**src/rtl/status_glyph.sv**
```systemverilog
// status_glyph: 8x8 status-symbol overlay, integer up-scaled, fixed 3-clock pixel pipeline.
// Build option: define STATUS_GLYPH_BLINK_EN to blink the glyph for BLINK_FRAMES frames after a state change.
module status_glyph #(
   parameter int unsigned NUM_STATES   = 4,
   parameter int unsigned STATE_W      = 3,
   parameter int unsigned X_POS        = 400,
   parameter int unsigned Y_POS        = 200,
   parameter int unsigned SCALE_LOG2   = 1,
   parameter logic [23:0] COLOR        = 24'h00FFFF,
   parameter int unsigned BLINK_FRAMES = 48,
   parameter int unsigned BLINK_BIT    = 3
) (
   input  logic                    clk,
   input  logic                    reset,
   input  logic                    valid,
   input  logic [STATE_W-1:0]      state,
   input  logic [9*NUM_STATES-1:0] glyph_addrs,
   input  logic [10:0]             vga_x,
   input  logic [9:0]              vga_y,
   output logic [8:0]              rom_addr,
   input  logic [7:0]              rom_data,
   output logic [7:0]              r,
   output logic [7:0]              g,
   output logic [7:0]              b,
   output logic                    valid_px
);

   localparam int unsigned      BOX    = 8 << SCALE_LOG2;
   localparam logic [11:0]      X_LO   = 12'(X_POS);
   localparam logic [11:0]      X_HI   = 12'(X_POS + BOX);
   localparam logic [11:0]      Y_LO   = 12'(Y_POS);
   localparam logic [11:0]      Y_HI   = 12'(Y_POS + BOX);
   localparam logic [STATE_W:0] NUM_ST = (STATE_W + 1)'(NUM_STATES);

   if (NUM_STATES < 2 || NUM_STATES > 8 || SCALE_LOG2 > 3 || BLINK_FRAMES < 1 ||
       BLINK_FRAMES > 255 || BLINK_BIT > 7 || (1 << STATE_W) < NUM_STATES) begin : g_bad_params
      $error("status_glyph: parameter out of range");
   end

   logic               fs;
   logic [STATE_W-1:0] disp_state;
   logic [STATE_W-1:0] next_disp;
   logic [8:0]         base;
   logic [11:0]        x12, y12, dx, dy;
   logic               hit0;
   logic [2:0]         col0, row0;
   logic               show;
   logic               hit1, show1, hit2, show2;
   logic [2:0]         col1, col2;
   logic               lit2;

   always_comb begin
      fs        = valid && (vga_x == '0) && (vga_y == '0);
      next_disp = ({1'b0, state} >= NUM_ST) ? '0 : state;
   end

   always_comb begin
      base = '0;
      for (int unsigned i = 0; i < NUM_STATES; i++)
         if (disp_state == STATE_W'(i)) base = glyph_addrs[9*i +: 9];
   end

   // 12-bit compare keeps the box from wrapping past the right/bottom edge.
   always_comb begin
      x12  = {1'b0, vga_x};
      y12  = {2'b0, vga_y};
      dx   = x12 - X_LO;
      dy   = y12 - Y_LO;
      hit0 = valid && (x12 >= X_LO) && (x12 < X_HI) && (y12 >= Y_LO) && (y12 < Y_HI);
      col0 = 3'(dx >> SCALE_LOG2);
      row0 = 3'(dy >> SCALE_LOG2);
   end

`ifdef STATUS_GLYPH_BLINK_EN
   logic [7:0] blink_cnt;

   // Only moves on frame start, so visibility is constant across a frame.
   always_ff @(posedge clk or negedge reset) begin
      if (!reset) begin
         blink_cnt <= '0;
      end else if (fs) begin
         if (next_disp != disp_state)
            blink_cnt <= 8'(BLINK_FRAMES);
         else if (blink_cnt != '0)
            blink_cnt <= blink_cnt - 8'd1;
      end
   end

   always_comb show = (blink_cnt == '0) || !blink_cnt[BLINK_BIT];
`else
   always_comb show = 1'b1;
`endif

   always_comb lit2 = hit2 && rom_data[3'd7 - col2] && show2;

   always_ff @(posedge clk or negedge reset) begin
      if (!reset) begin
         disp_state <= '0;
         rom_addr   <= '0;
         hit1       <= 1'b0;
         col1       <= '0;
         show1      <= 1'b0;
         hit2       <= 1'b0;
         col2       <= '0;
         show2      <= 1'b0;
         valid_px   <= 1'b0;
         r          <= '0;
         g          <= '0;
         b          <= '0;
      end else begin
         if (fs) disp_state <= next_disp;
         rom_addr <= base + {6'b0, row0};
         hit1     <= hit0;
         col1     <= col0;
         show1    <= show;
         hit2     <= hit1;
         col2     <= col1;
         show2    <= show1;
         valid_px <= lit2;
         r        <= lit2 ? COLOR[23:16] : '0;
         g        <= lit2 ? COLOR[15:8]  : '0;
         b        <= lit2 ? COLOR[7:0]   : '0;
      end
   end

endmodule

```
**config.mk**
```make
export PLATFORM = sky130hd
export DESIGN_NAME = status_glyph
export DESIGN_NICKNAME = d
export VERILOG_FILES = /design/src/rtl/status_glyph.sv
export SDC_FILE = /design/constraint.sdc
export NUM_CORES = 1
export LEC_CHECK = 0
export ABC_AREA = 1
export CORE_UTILIZATION = 37
export DETAILED_ROUTE_END_ITERATION = 8
export PLACE_DENSITY = 0.81
export SLEW_MARGIN = 20
export SYNTH_ARGS = -nofsm -noshare
export SYNTH_HDL_FRONTEND = slang
export SYNTH_SLANG_ARGS = --single-unit
```
**constraint.sdc**
```tcl
create_clock -name clk -period 3.3 [get_ports clk]
set_clock_uncertainty 0.2 [all_clocks]
set_input_delay 0.66 -clock clk [delete_from_list [all_inputs] [get_ports clk]]
set_output_delay 0.66 -clock clk [all_outputs]
set_load 0.1 [all_outputs]
```
# Yosys cells after proc, flatten, opt, wreduce, memory -nomap -nowiden
# Index checks and enable logic that the tools add are counted.
totals:
  output_inout_bits: 34
  memories: 0
  rom_bits: 0
  reg_bits: 31
  mem_bits_rw: 0
  inputBits: 71
  word_cells: 42
  latch_bits: 0
op_classes:
  eq_ne: 3
  n_addsub: 4
  n_lt_le_gt_ge: 6
  mux: 8
  n_reduce_logical: 11
  bitwise: 0
  n_div: 0
  mul: 0
  n_shift: 0
ops:
  columns: ["op", "count"]
  rows:
  - ["two-way mux 9 bit", 4]
  - [">= comparator 11 x 9 -> 1 bit (second input constant)", 1]
  - ["zero test 11 bit", 1]
  - ["less-than comparator 11 x 9 -> 1 bit (second input constant)", 1]
  - [">= comparator 10 x 8 -> 1 bit (second input constant)", 1]
  - ["zero test 10 bit", 1]
  - ["less-than comparator 10 x 8 -> 1 bit (second input constant)", 1]
  - ["adder 9 x 3 -> 9 bit", 1]
  - ["logical AND 1 bit", 8]
  - ["two-way mux 8 bit", 1]
  - ["== test 3 x 2 -> 1 bit (second input constant)", 2]
  - ["less-than comparator 3 x 4 -> 1 bit (second input constant)", 1]
  - ["subtractor 4 x 1 -> 4 bit (second input constant)", 1]
  - ["subtractor 4 bit (second input constant)", 1]
  - ["binary-select mux 1 bit (select 3 bit)", 1]
  - ["== test 3 x 1 -> 1 bit (second input constant)", 1]
  - [">= comparator 3 bit (second input constant)", 1]
  - ["zero test 3 bit", 1]
  - ["two-way mux 3 bit", 1]
  - ["subtractor 3 bit (first input constant)", 1]
  - ["two-way mux 1 bit", 1]

# Depth between registers and ports, before layout
# Gate-level depths: netlist of the first run.
depth:
  ltp_word: 6
  mapped_depth: 15
  depth_no_buf: 15

# Worst setup path before layout of the first run
# No wires, ideal clock.
synth_timing:
  kind: "reg2out"
  from: "register, netlist name b[6]"
  to: "output b[0]"
  slack_ns: 0.867
  path_stages_with_launch: 2
  required_ns: 2.440
  t_arrival_ns: 1.573
  path_buffers: 1
  cell_sequence: "dfrtp_1 -> buf_4"
synth_rtl:
  columns: ["item", "line", "source"]
  rows:
  - ["end: declaration", "24", "output logic [7:0] b,"]

# Worst setup path in the final report of the first run
layout_timing:
  from: "register disp_state[0]"
  to: "register rom_addr[6]"
layout_between:
  elab_chain_len: 6
  elab_cells_between_ends: 9
  cone_classes: "add/sub (1); eq/ne (3); mux (4); reduce/logical (1)"
layout_lines:
  columns: ["item", "line", "source"]
  rows:
  - ["start: declaration", "41", "logic [STATE_W-1:0] disp_state;"]
  - ["start signal: assignment", "111", "if (fs) disp_state <= next_disp;"]
  - ["zero test 3 bit", "60", "if (disp_state == STATE_W'(i)) base = glyph_addrs[9*i +: 9];"]
  - ["two-way mux 9 bit (3 in a row)", "60", null]
  - ["two-way mux 9 bit (*)", "60", null]
  - ["adder 9 x 3 -> 9 bit (*)", "112", "rom_addr <= base + {6'b0, row0};"]
  - ["end signal: assignment", "112", null]
  - ["end: declaration", "20", "output logic [8:0] rom_addr,"]
# Mark *: on every way between the ends. The rest lies on a longest branch, timed or not.
# A chain may end at the register's enable or synchronous reset.

==> results.py, run 1 <==
metrics = {
    "logic_synthesis": {
        "synth_cells": 208,
        "yosysUniqueCellTypes": 35,
        "avgSynthCellArea_sq_um": 7.88,
        "synth_top_family_by_area": "simple AND/OR/NAND/NOR gates",
        "ys_seq_elements": 23,
        "synthAdderAreaFrac_pct": 3.51,
        "synth_compound_area_share_pct": 6.87,
        "ys_seq_area_share_pct": 35.1,
        "synth-simple-area-share_pct": 34.7,
        "synthXorXnorAreaFrac_pct": 1.07,
        "muxShareOfSynthArea_pct": 0,
        "yosys_warnings": 0,
        "synthTopCellsByArea": "dfrtp_1, buf_4, nand2_1",
        "synth_ff_type": "dfrtp_1",
        "synth_top_area_cell": "dfrtp_1",
        "syn-cell-area_sq_um": 1640,
        "synth_edf_count": 0,
        "yosysTopAreaCellShare_pct": 35.1,
        "synthArstFlopShare_pct": 100,
    },
    "drt": {
        "vias": 1611,
        "drt_iter0_drc": 71,
        "ant_nets": 0,
        "routed_wl_mm": 3.73,
        "vias_per_cell": 4.75,
        "drt_drc_violations_left": 0,
        "drt-pass1-iter-count": 4,
        "wire_per_inst_um": 11.0,
    },
    "run_status": {
        "status": "complete, no violations",
    },
    "worst_hold_path": {
        "holdPathStages": 0,
        "hp-class": "flip-flop to flip-flop",
        "hold_end": "col2[0]$_DFF_PN0_",
        "hp-start": "col1[0]$_DFF_PN0_",
    },
    "clock_tree": {
        "cts_resized": 0,
        "path_clk_slew_ns": 0.08,
        "cts-buffers-inserted": 3,
        "cts_htree_levels": 1,
        "cts_hold_buf": 0,
        "ctsLongestPathBuffers": 2,
        "cts_setup_buffers": 0,
        "clkLatencyLatePin_ns": 0.26,
        "cts.sinks": 23,
        "clock-root-buffer": "clkbuf_8",
        "cts_tree": "yes",
    },
    "timing": {
        "rsz0062_at_grt": "no",
        "timing.final.crit_share_pct": 80.0,
        "fin_setup_tns_ns": 0,
        "final_hold_viol_count": 0,
        "final-setup-viol-count": 0,
        "setup_ws_ns": 0.661,
        "max_freq_mhz": 379,
        "whs_ns": 0.151,
        "min_period_ns": 2.64,
        "slew_viol_final": 0,
    },
    "place": {
        "place_ws_ns": 0.525,
        "globalplace.congestion": 0.891,
        "portBuffers": 96,
        "dp_hpwl_mm": 3.22,
    },
    "global_route": {
        "grtUsageTotal_pct": 16.9,
        "antenna_found_initial": 0,
        "grt_overflow": 0,
        "grt_pass1_wl_mm": 6.03,
        "grt_pass1_vias": 1457,
        "grt_start_max_net_pins": 24,
    },
    "worst_setup_path": {
        "r2r-end": "rom_addr[6]$_DFF_PN0_",
        "crit_fanout": 11,
        "critPathMaxStageDelay_ns": 0.61,
        "crit_path_end_kind": "flip-flop",
        "worstReg2RegStart": "disp_state[0]$_DFFE_PN0P_",
        "path_cells": "inv_1, nor2_2, nand2_2, inv_1, nand2_1, nand4_1, ha_1, inv_1, fa_1, inv_1, a21oi_1, nor2_4, nand2_1, nand2_1, nand2_1",
        "required_ns": 3.25,
        "worstSetupPathType": "flip-flop to flip-flop",
        "cp.buffers_inverters": 4,
        "rrSetupSlack_ns": 0.66,
        "startpoint_type": "flip-flop",
        "arrival_ns": 2.59,
        "cp_slowest_cell": "dfrtp_1",
        "crit_family": "simple AND/OR/NAND/NOR gates",
        "reg2reg_depth": 15,
    },
    "finish": {
        "layout.nets": 365,
        "diodes": 0,
        "drive_above_1_share_pct": 18.3,
        "area_delta_synth_final_pct": 50.1,
        "final_cell_mix": "clkdlybuf4s50_1, nand2_1, buf_4",
        "layout_commonest_cell": "clkdlybuf4s50_1",
    },
    "floorplan": {
        "fp.coreArea_sq_um": 4120,
        "die_x_um": 68.6,
        "die_h_um": 68.6,
        "start_util_pct": 39.8,
        "ios": 105,
        "rows": 23,
        "die_area_sq_um": 4700,
    },
    "power_and_ir_drop": {
        "vdd_drop_max_uv": 193,
        "p_leak_nw": 1.17,
        "powerDensity_nw_per_um2": 312,
    },
    "job": {
        "maxCapViolations": 0,
    },
}
[power by group]
part | total (mW) | switching (mW) | internal [mW]
clock network | 0.170 | 0.0857 | 0.0840
logic | 0.293 | 0.181 | 0.112
registers | 0.304 | 0.00585 | 0.298
[registers in the layout, summed over array words and instances, names as in the netlist]
register,count
rom_addr,9
col1,3
col2,3
disp_state,3
b,1
hit1,1
hit2,1
show1,1
show2,1
[worst register-to-register path, cell delays in order, from the launching register on]
cell,delay [ns]
dfrtp_1,0.61
inv_1,0.10
nor2_2,0.17
nand2_2,0.11
inv_1,0.11
nand2_1,0.06
nand4_1,0.07
ha_1,0.14
inv_1,0.06
fa_1,0.40
inv_1,0.07
a21oi_1,0.09
nor2_4,0.17
nand2_1,0.06
nand2_1,0.05
nand2_1,0.05
[cell usage after synthesis (all sizes together) (2+ instances only)]
cell    count
a21oi       4
buf        28
conb        2
dfrtp      23
ha          3
inv        20
nand2      37
nand3      22
nand3b      3
nand4      11
nor2       27
nor3        2
nor4        4
o21ai       6
o21bai      2
or2         5
[metrics by stage]
step	instances	power (mW)	instance area [sq um]	utilization (%)
floorplan	215	0.489	1670	-
global placement	335	0.601	2410	58.7
detailed placement	335	0.605	2410	58.7
CTS	339	0.777	2460	59.8
global route	339	0.808	2460	59.8
finish	339	0.766	2460	59.8
[kinds of logic after synthesis]
kind of cell | Yosys count
flip-flops | 23
AO/OA/AOI/OAI | 17
other | 2
AND/OR/NAND/NOR | 112
adder cells (fa/ha/maj) | 4
XOR/XNOR | 2
buffers and inverters | 48
[routing by layer]
layer / wire [um] / part of all wire (%) / global-route usage (%)
met1: 1530 / 41 / 20.6
met2: 1920 / 52 / 31.5
met3: 244 / 6.5 / 1.97
met4: 34 / 0.91 / 3.91
met5: 0 / 0 / 0
[final cells by class]
class	instances	area, sq um
inverters	20	75.1
clock buffers	3	41.3
fillers	392	1660
flip-flops and latches	23	576
clock inverters	1	5.00
well taps	50	62.6
repair buffers	98	911
multi-input cells	144	790
[worst max-delay path by stage]
stage	start	end	slack (ns)	cells past startpoint
floorplan	b[6]$_DFF_PN0_	b[0]	0.87	1
global placement	glyph_addrs[1]	rom_addr[7]$_DFF_PN0_	0.56	13
detailed placement	glyph_addrs[0]	rom_addr[8]$_DFF_PN0_	0.52	12
CTS	disp_state[0]$_DFFE_PN0P_	rom_addr[6]$_DFF_PN0_	0.66	15
global route	disp_state[0]$_DFFE_PN0P_	rom_addr[6]$_DFF_PN0_	0.43	15
finish	disp_state[0]$_DFFE_PN0P_	rom_addr[6]$_DFF_PN0_	0.66	15
Power figures use the tool's default switching activity.
==> run 2: changes to the inputs <==
Settings changed: CORE_UTILIZATION 37 to 33, PLACE_DENSITY 0.81 to 0.76.
Clock period 3.3 ns to 2.4 ns, I/O delays scaled along.
==> run 2 against run 1 <==
  * Sequential cell count did not move
  * Sequential power grew 37%
  * Sequential share of layout area shrank 3.1 points
  * Via count is 4.8% higher
  * Highest routed layer unchanged
  * Clock-buffer cell count stayed put
  * Die area grew 12%
  * Wire length is 11% higher
  * Cell area up 16%
  * Global-route usage is 0.67 points lower
  * Combinational power increased by 42%
==> results.py, run 2 (synthesis gave the netlist of run 1 again) <==
metrics = {
    "run_status": {
        "status": "complete, no violations",
    },
    "clock_tree": {
        "cts-buffers-inserted": 3,
        "cts.sinks": 23,
        "clock-root-buffer": "clkbuf_8",
        "path_clk_slew_ns": 0.08,
        "cts_tree": "yes",
        "clkLatencyLatePin_ns": 0.26,
        "ctsLongestPathBuffers": 2,
        "cts_htree_levels": 1,
    },
    "place": {
        "globalplace.congestion": 0.859,
        "portBuffers": 96,
        "placed_cells": 363,
        "placed_cell_area_sq_um": 2730,
        "dp_hpwl_mm": 3.44,
    },
    "timing": {
        "rsz0062_at_grt": "yes",
        "slew_viol_final": 0,
        "timing.final.crit_share_pct": 95.9,
        "final_hold_viol_count": 0,
        "min_period_ns": 2.30,
        "whs_ns": 0.153,
        "max_freq_mhz": 434,
        "final-setup-viol-count": 0,
        "fin_setup_tns_ns": 0,
    },
    "drt": {
        "drt-pass1-iter-count": 4,
        "vias": 1688,
        "drt_drc_violations_left": 0,
        "wire_per_inst_um": 11.2,
        "ant_nets": 0,
        "routed_wl_mm": 4.15,
        "drt_iter0_drc": 75,
        "vias_per_cell": 4.56,
    },
    "worst_setup_path": {
        "crit_top_cell": "nand2_1",
        "worstSetupPathType": "flip-flop to flip-flop",
        "path_cells": "inv_2, nor3_4, nand2_1, nand4_1, ha_1, inv_1, fa_2, inv_1, a21oi_1, nor2_4, nand2_1, nand2_1, nand2_1",
        "rrSetupSlack_ns": 0.1,
        "reg2reg_depth": 13,
        "arrival_ns": 2.25,
        "startpoint_type": "flip-flop",
        "r2r-end": "rom_addr[6]$_DFF_PN0_",
        "cp_slowest_cell": "dfrtp_1",
        "worstReg2RegStart": "disp_state[1]$_DFFE_PN0P_",
        "crit_fanout": 5,
        "crit_path_end_kind": "flip-flop",
        "critPathMaxStageDelay_ns": 0.46,
        "required_ns": 2.35,
    },
    "worst_hold_path": {
        "hp-start": "show1$_DFF_PN0_",
        "holdPathStages": 0,
        "hp-class": "flip-flop to flip-flop",
        "hold_end": "show2$_DFF_PN0_",
    },
    "power_and_ir_drop": {
        "vdd_drop_max_uv": 317,
        "swShare_pct": 35.6,
        "p_leak_nw": 1.28,
        "p_int_uw": 685,
        "powerDensity_nw_per_um2": 374,
        "p_clk_share_pct": 21.9,
        "p_switching_uw": 379,
        "pwr-share-comb_pct": 38.9,
        "seqPwrFrac_pct": 39.2,
    },
    "finish": {
        "finalInstanceArea_sq_um": 2840,
        "diodes": 0,
        "drive_above_1_share_pct": 25.4,
        "area_delta_synth_final_pct": 73.4,
        "final_cells": 370,
        "fin_util_pct": 59.8,
        "layout_commonest_cell": "clkdlybuf4s50_1",
        "largest_reg_flops": 9,
        "regMostFlops": "rom_addr",
        "final_cell_mix": "clkdlybuf4s50_1, nand2_1, buf_4",
        "layout.nets": 379,
    },
    "floorplan": {
        "die_area_sq_um": 5250,
        "rows": 25,
        "start_util_pct": 34.5,
        "ios": 105,
        "die_h_um": 72.5,
        "die_x_um": 72.5,
        "fp.coreArea_sq_um": 4750,
    },
    "global_route": {
        "grt_pass1_vias": 1651,
        "grt_start_max_net_pins": 24,
        "antenna_found_initial": 0,
        "grt_overflow": 0,
        "grt_pass1_wl_mm": 6.84,
        "grtUsageTotal_pct": 16.3,
    },
    "job": {
        "maxCapViolations": 0,
    },
}
run 2: final cells by class:
cell class	count	area, sq um
clock inverter	1	5.00
sequential	23	578
inverter	20	75.1
fill	414	1910
clock buffer	3	41.3
timing repair buffer	112	1230
multi-input combinational	144	825
tap	67	83.8
run 2: critical path: cells and delay by family (launching register included):
kind | cells | cell delay, ns
AND/OR/NAND/NOR | 7 | 0.71
buffers and inverters | 3 | 0.23
adder cells (fa/ha/maj) | 2 | 0.52
AO/OA/AOI/OAI | 1 | 0.08
flip-flops | 1 | 0.46
run 2: routing by layer:
| metal | routed length, um | GRT usage [%] |
|---|---|---|
| met1 | 1670 | 18.6 |
| met2 | 2220 | 30.9 |
| met3 | 224 | 3.47 |
| met4 | 27 | 3.27 |
| met5 | 0 | 0 |
run 2: timing repair:
action	CTS	global route
resized for setup	3	11
pin swaps	0	8
hold endpoints to repair	0	0
setup buffers	0	3
setup endpoints to repair	3	6
hold buffers	0	0
run 2: worst max-delay path by stage:
stage	from	to	slack [ns]	cells after the start
finish	disp_state[1]$_DFFE_PN0P_	rom_addr[6]$_DFF_PN0_	0.1	13
global route	disp_state[2]$_DFFE_PN0P_	rom_addr[7]$_DFF_PN0_	-0.14	14
CTS	disp_state[2]$_DFFE_PN0P_	rom_addr[6]$_DFF_PN0_	0.02	14
detailed placement	glyph_addrs[1]	rom_addr[7]$_DFF_PN0_	-0.15	13
global placement	glyph_addrs[1]	rom_addr[7]$_DFF_PN0_	-0.12	13
floorplan	disp_state[1]$_DFFE_PN0P_	rom_addr[6]$_DFF_PN0_	0.11	14
run 2: power groups by stage:
stage          sequential, mW  clock (mW)  combinational (mW)
2_1_floorplan           0.542           0               0.130
3_3_place_gp            0.425           0               0.408
3_5_place_dp            0.425           0               0.411
4_1_cts                 0.417       0.236               0.411
5_1_grt                 0.419       0.256               0.438
6_report                0.417       0.233               0.415
run 2: metrics by stage:
| stage | total power [mW] | worst slack, ns |
|---|---|---|
| 6_report | 1.06 | 0.0985 |
| 5_1_grt | 1.11 | -0.140 |
| 4_1_cts | 1.06 | 0.0182 |
| 3_5_place_dp | 0.836 | -0.154 |
| 3_3_place_gp | 0.833 | -0.122 |
| 2_1_floorplan | 0.672 | 0.114 |
==> run 3: changes to the inputs <==
Settings changed: SKIP_LAST_GASP set to 1.
==> results of run 3 <==
The final DEF is identical to that of run 2; final timing and power are the same.
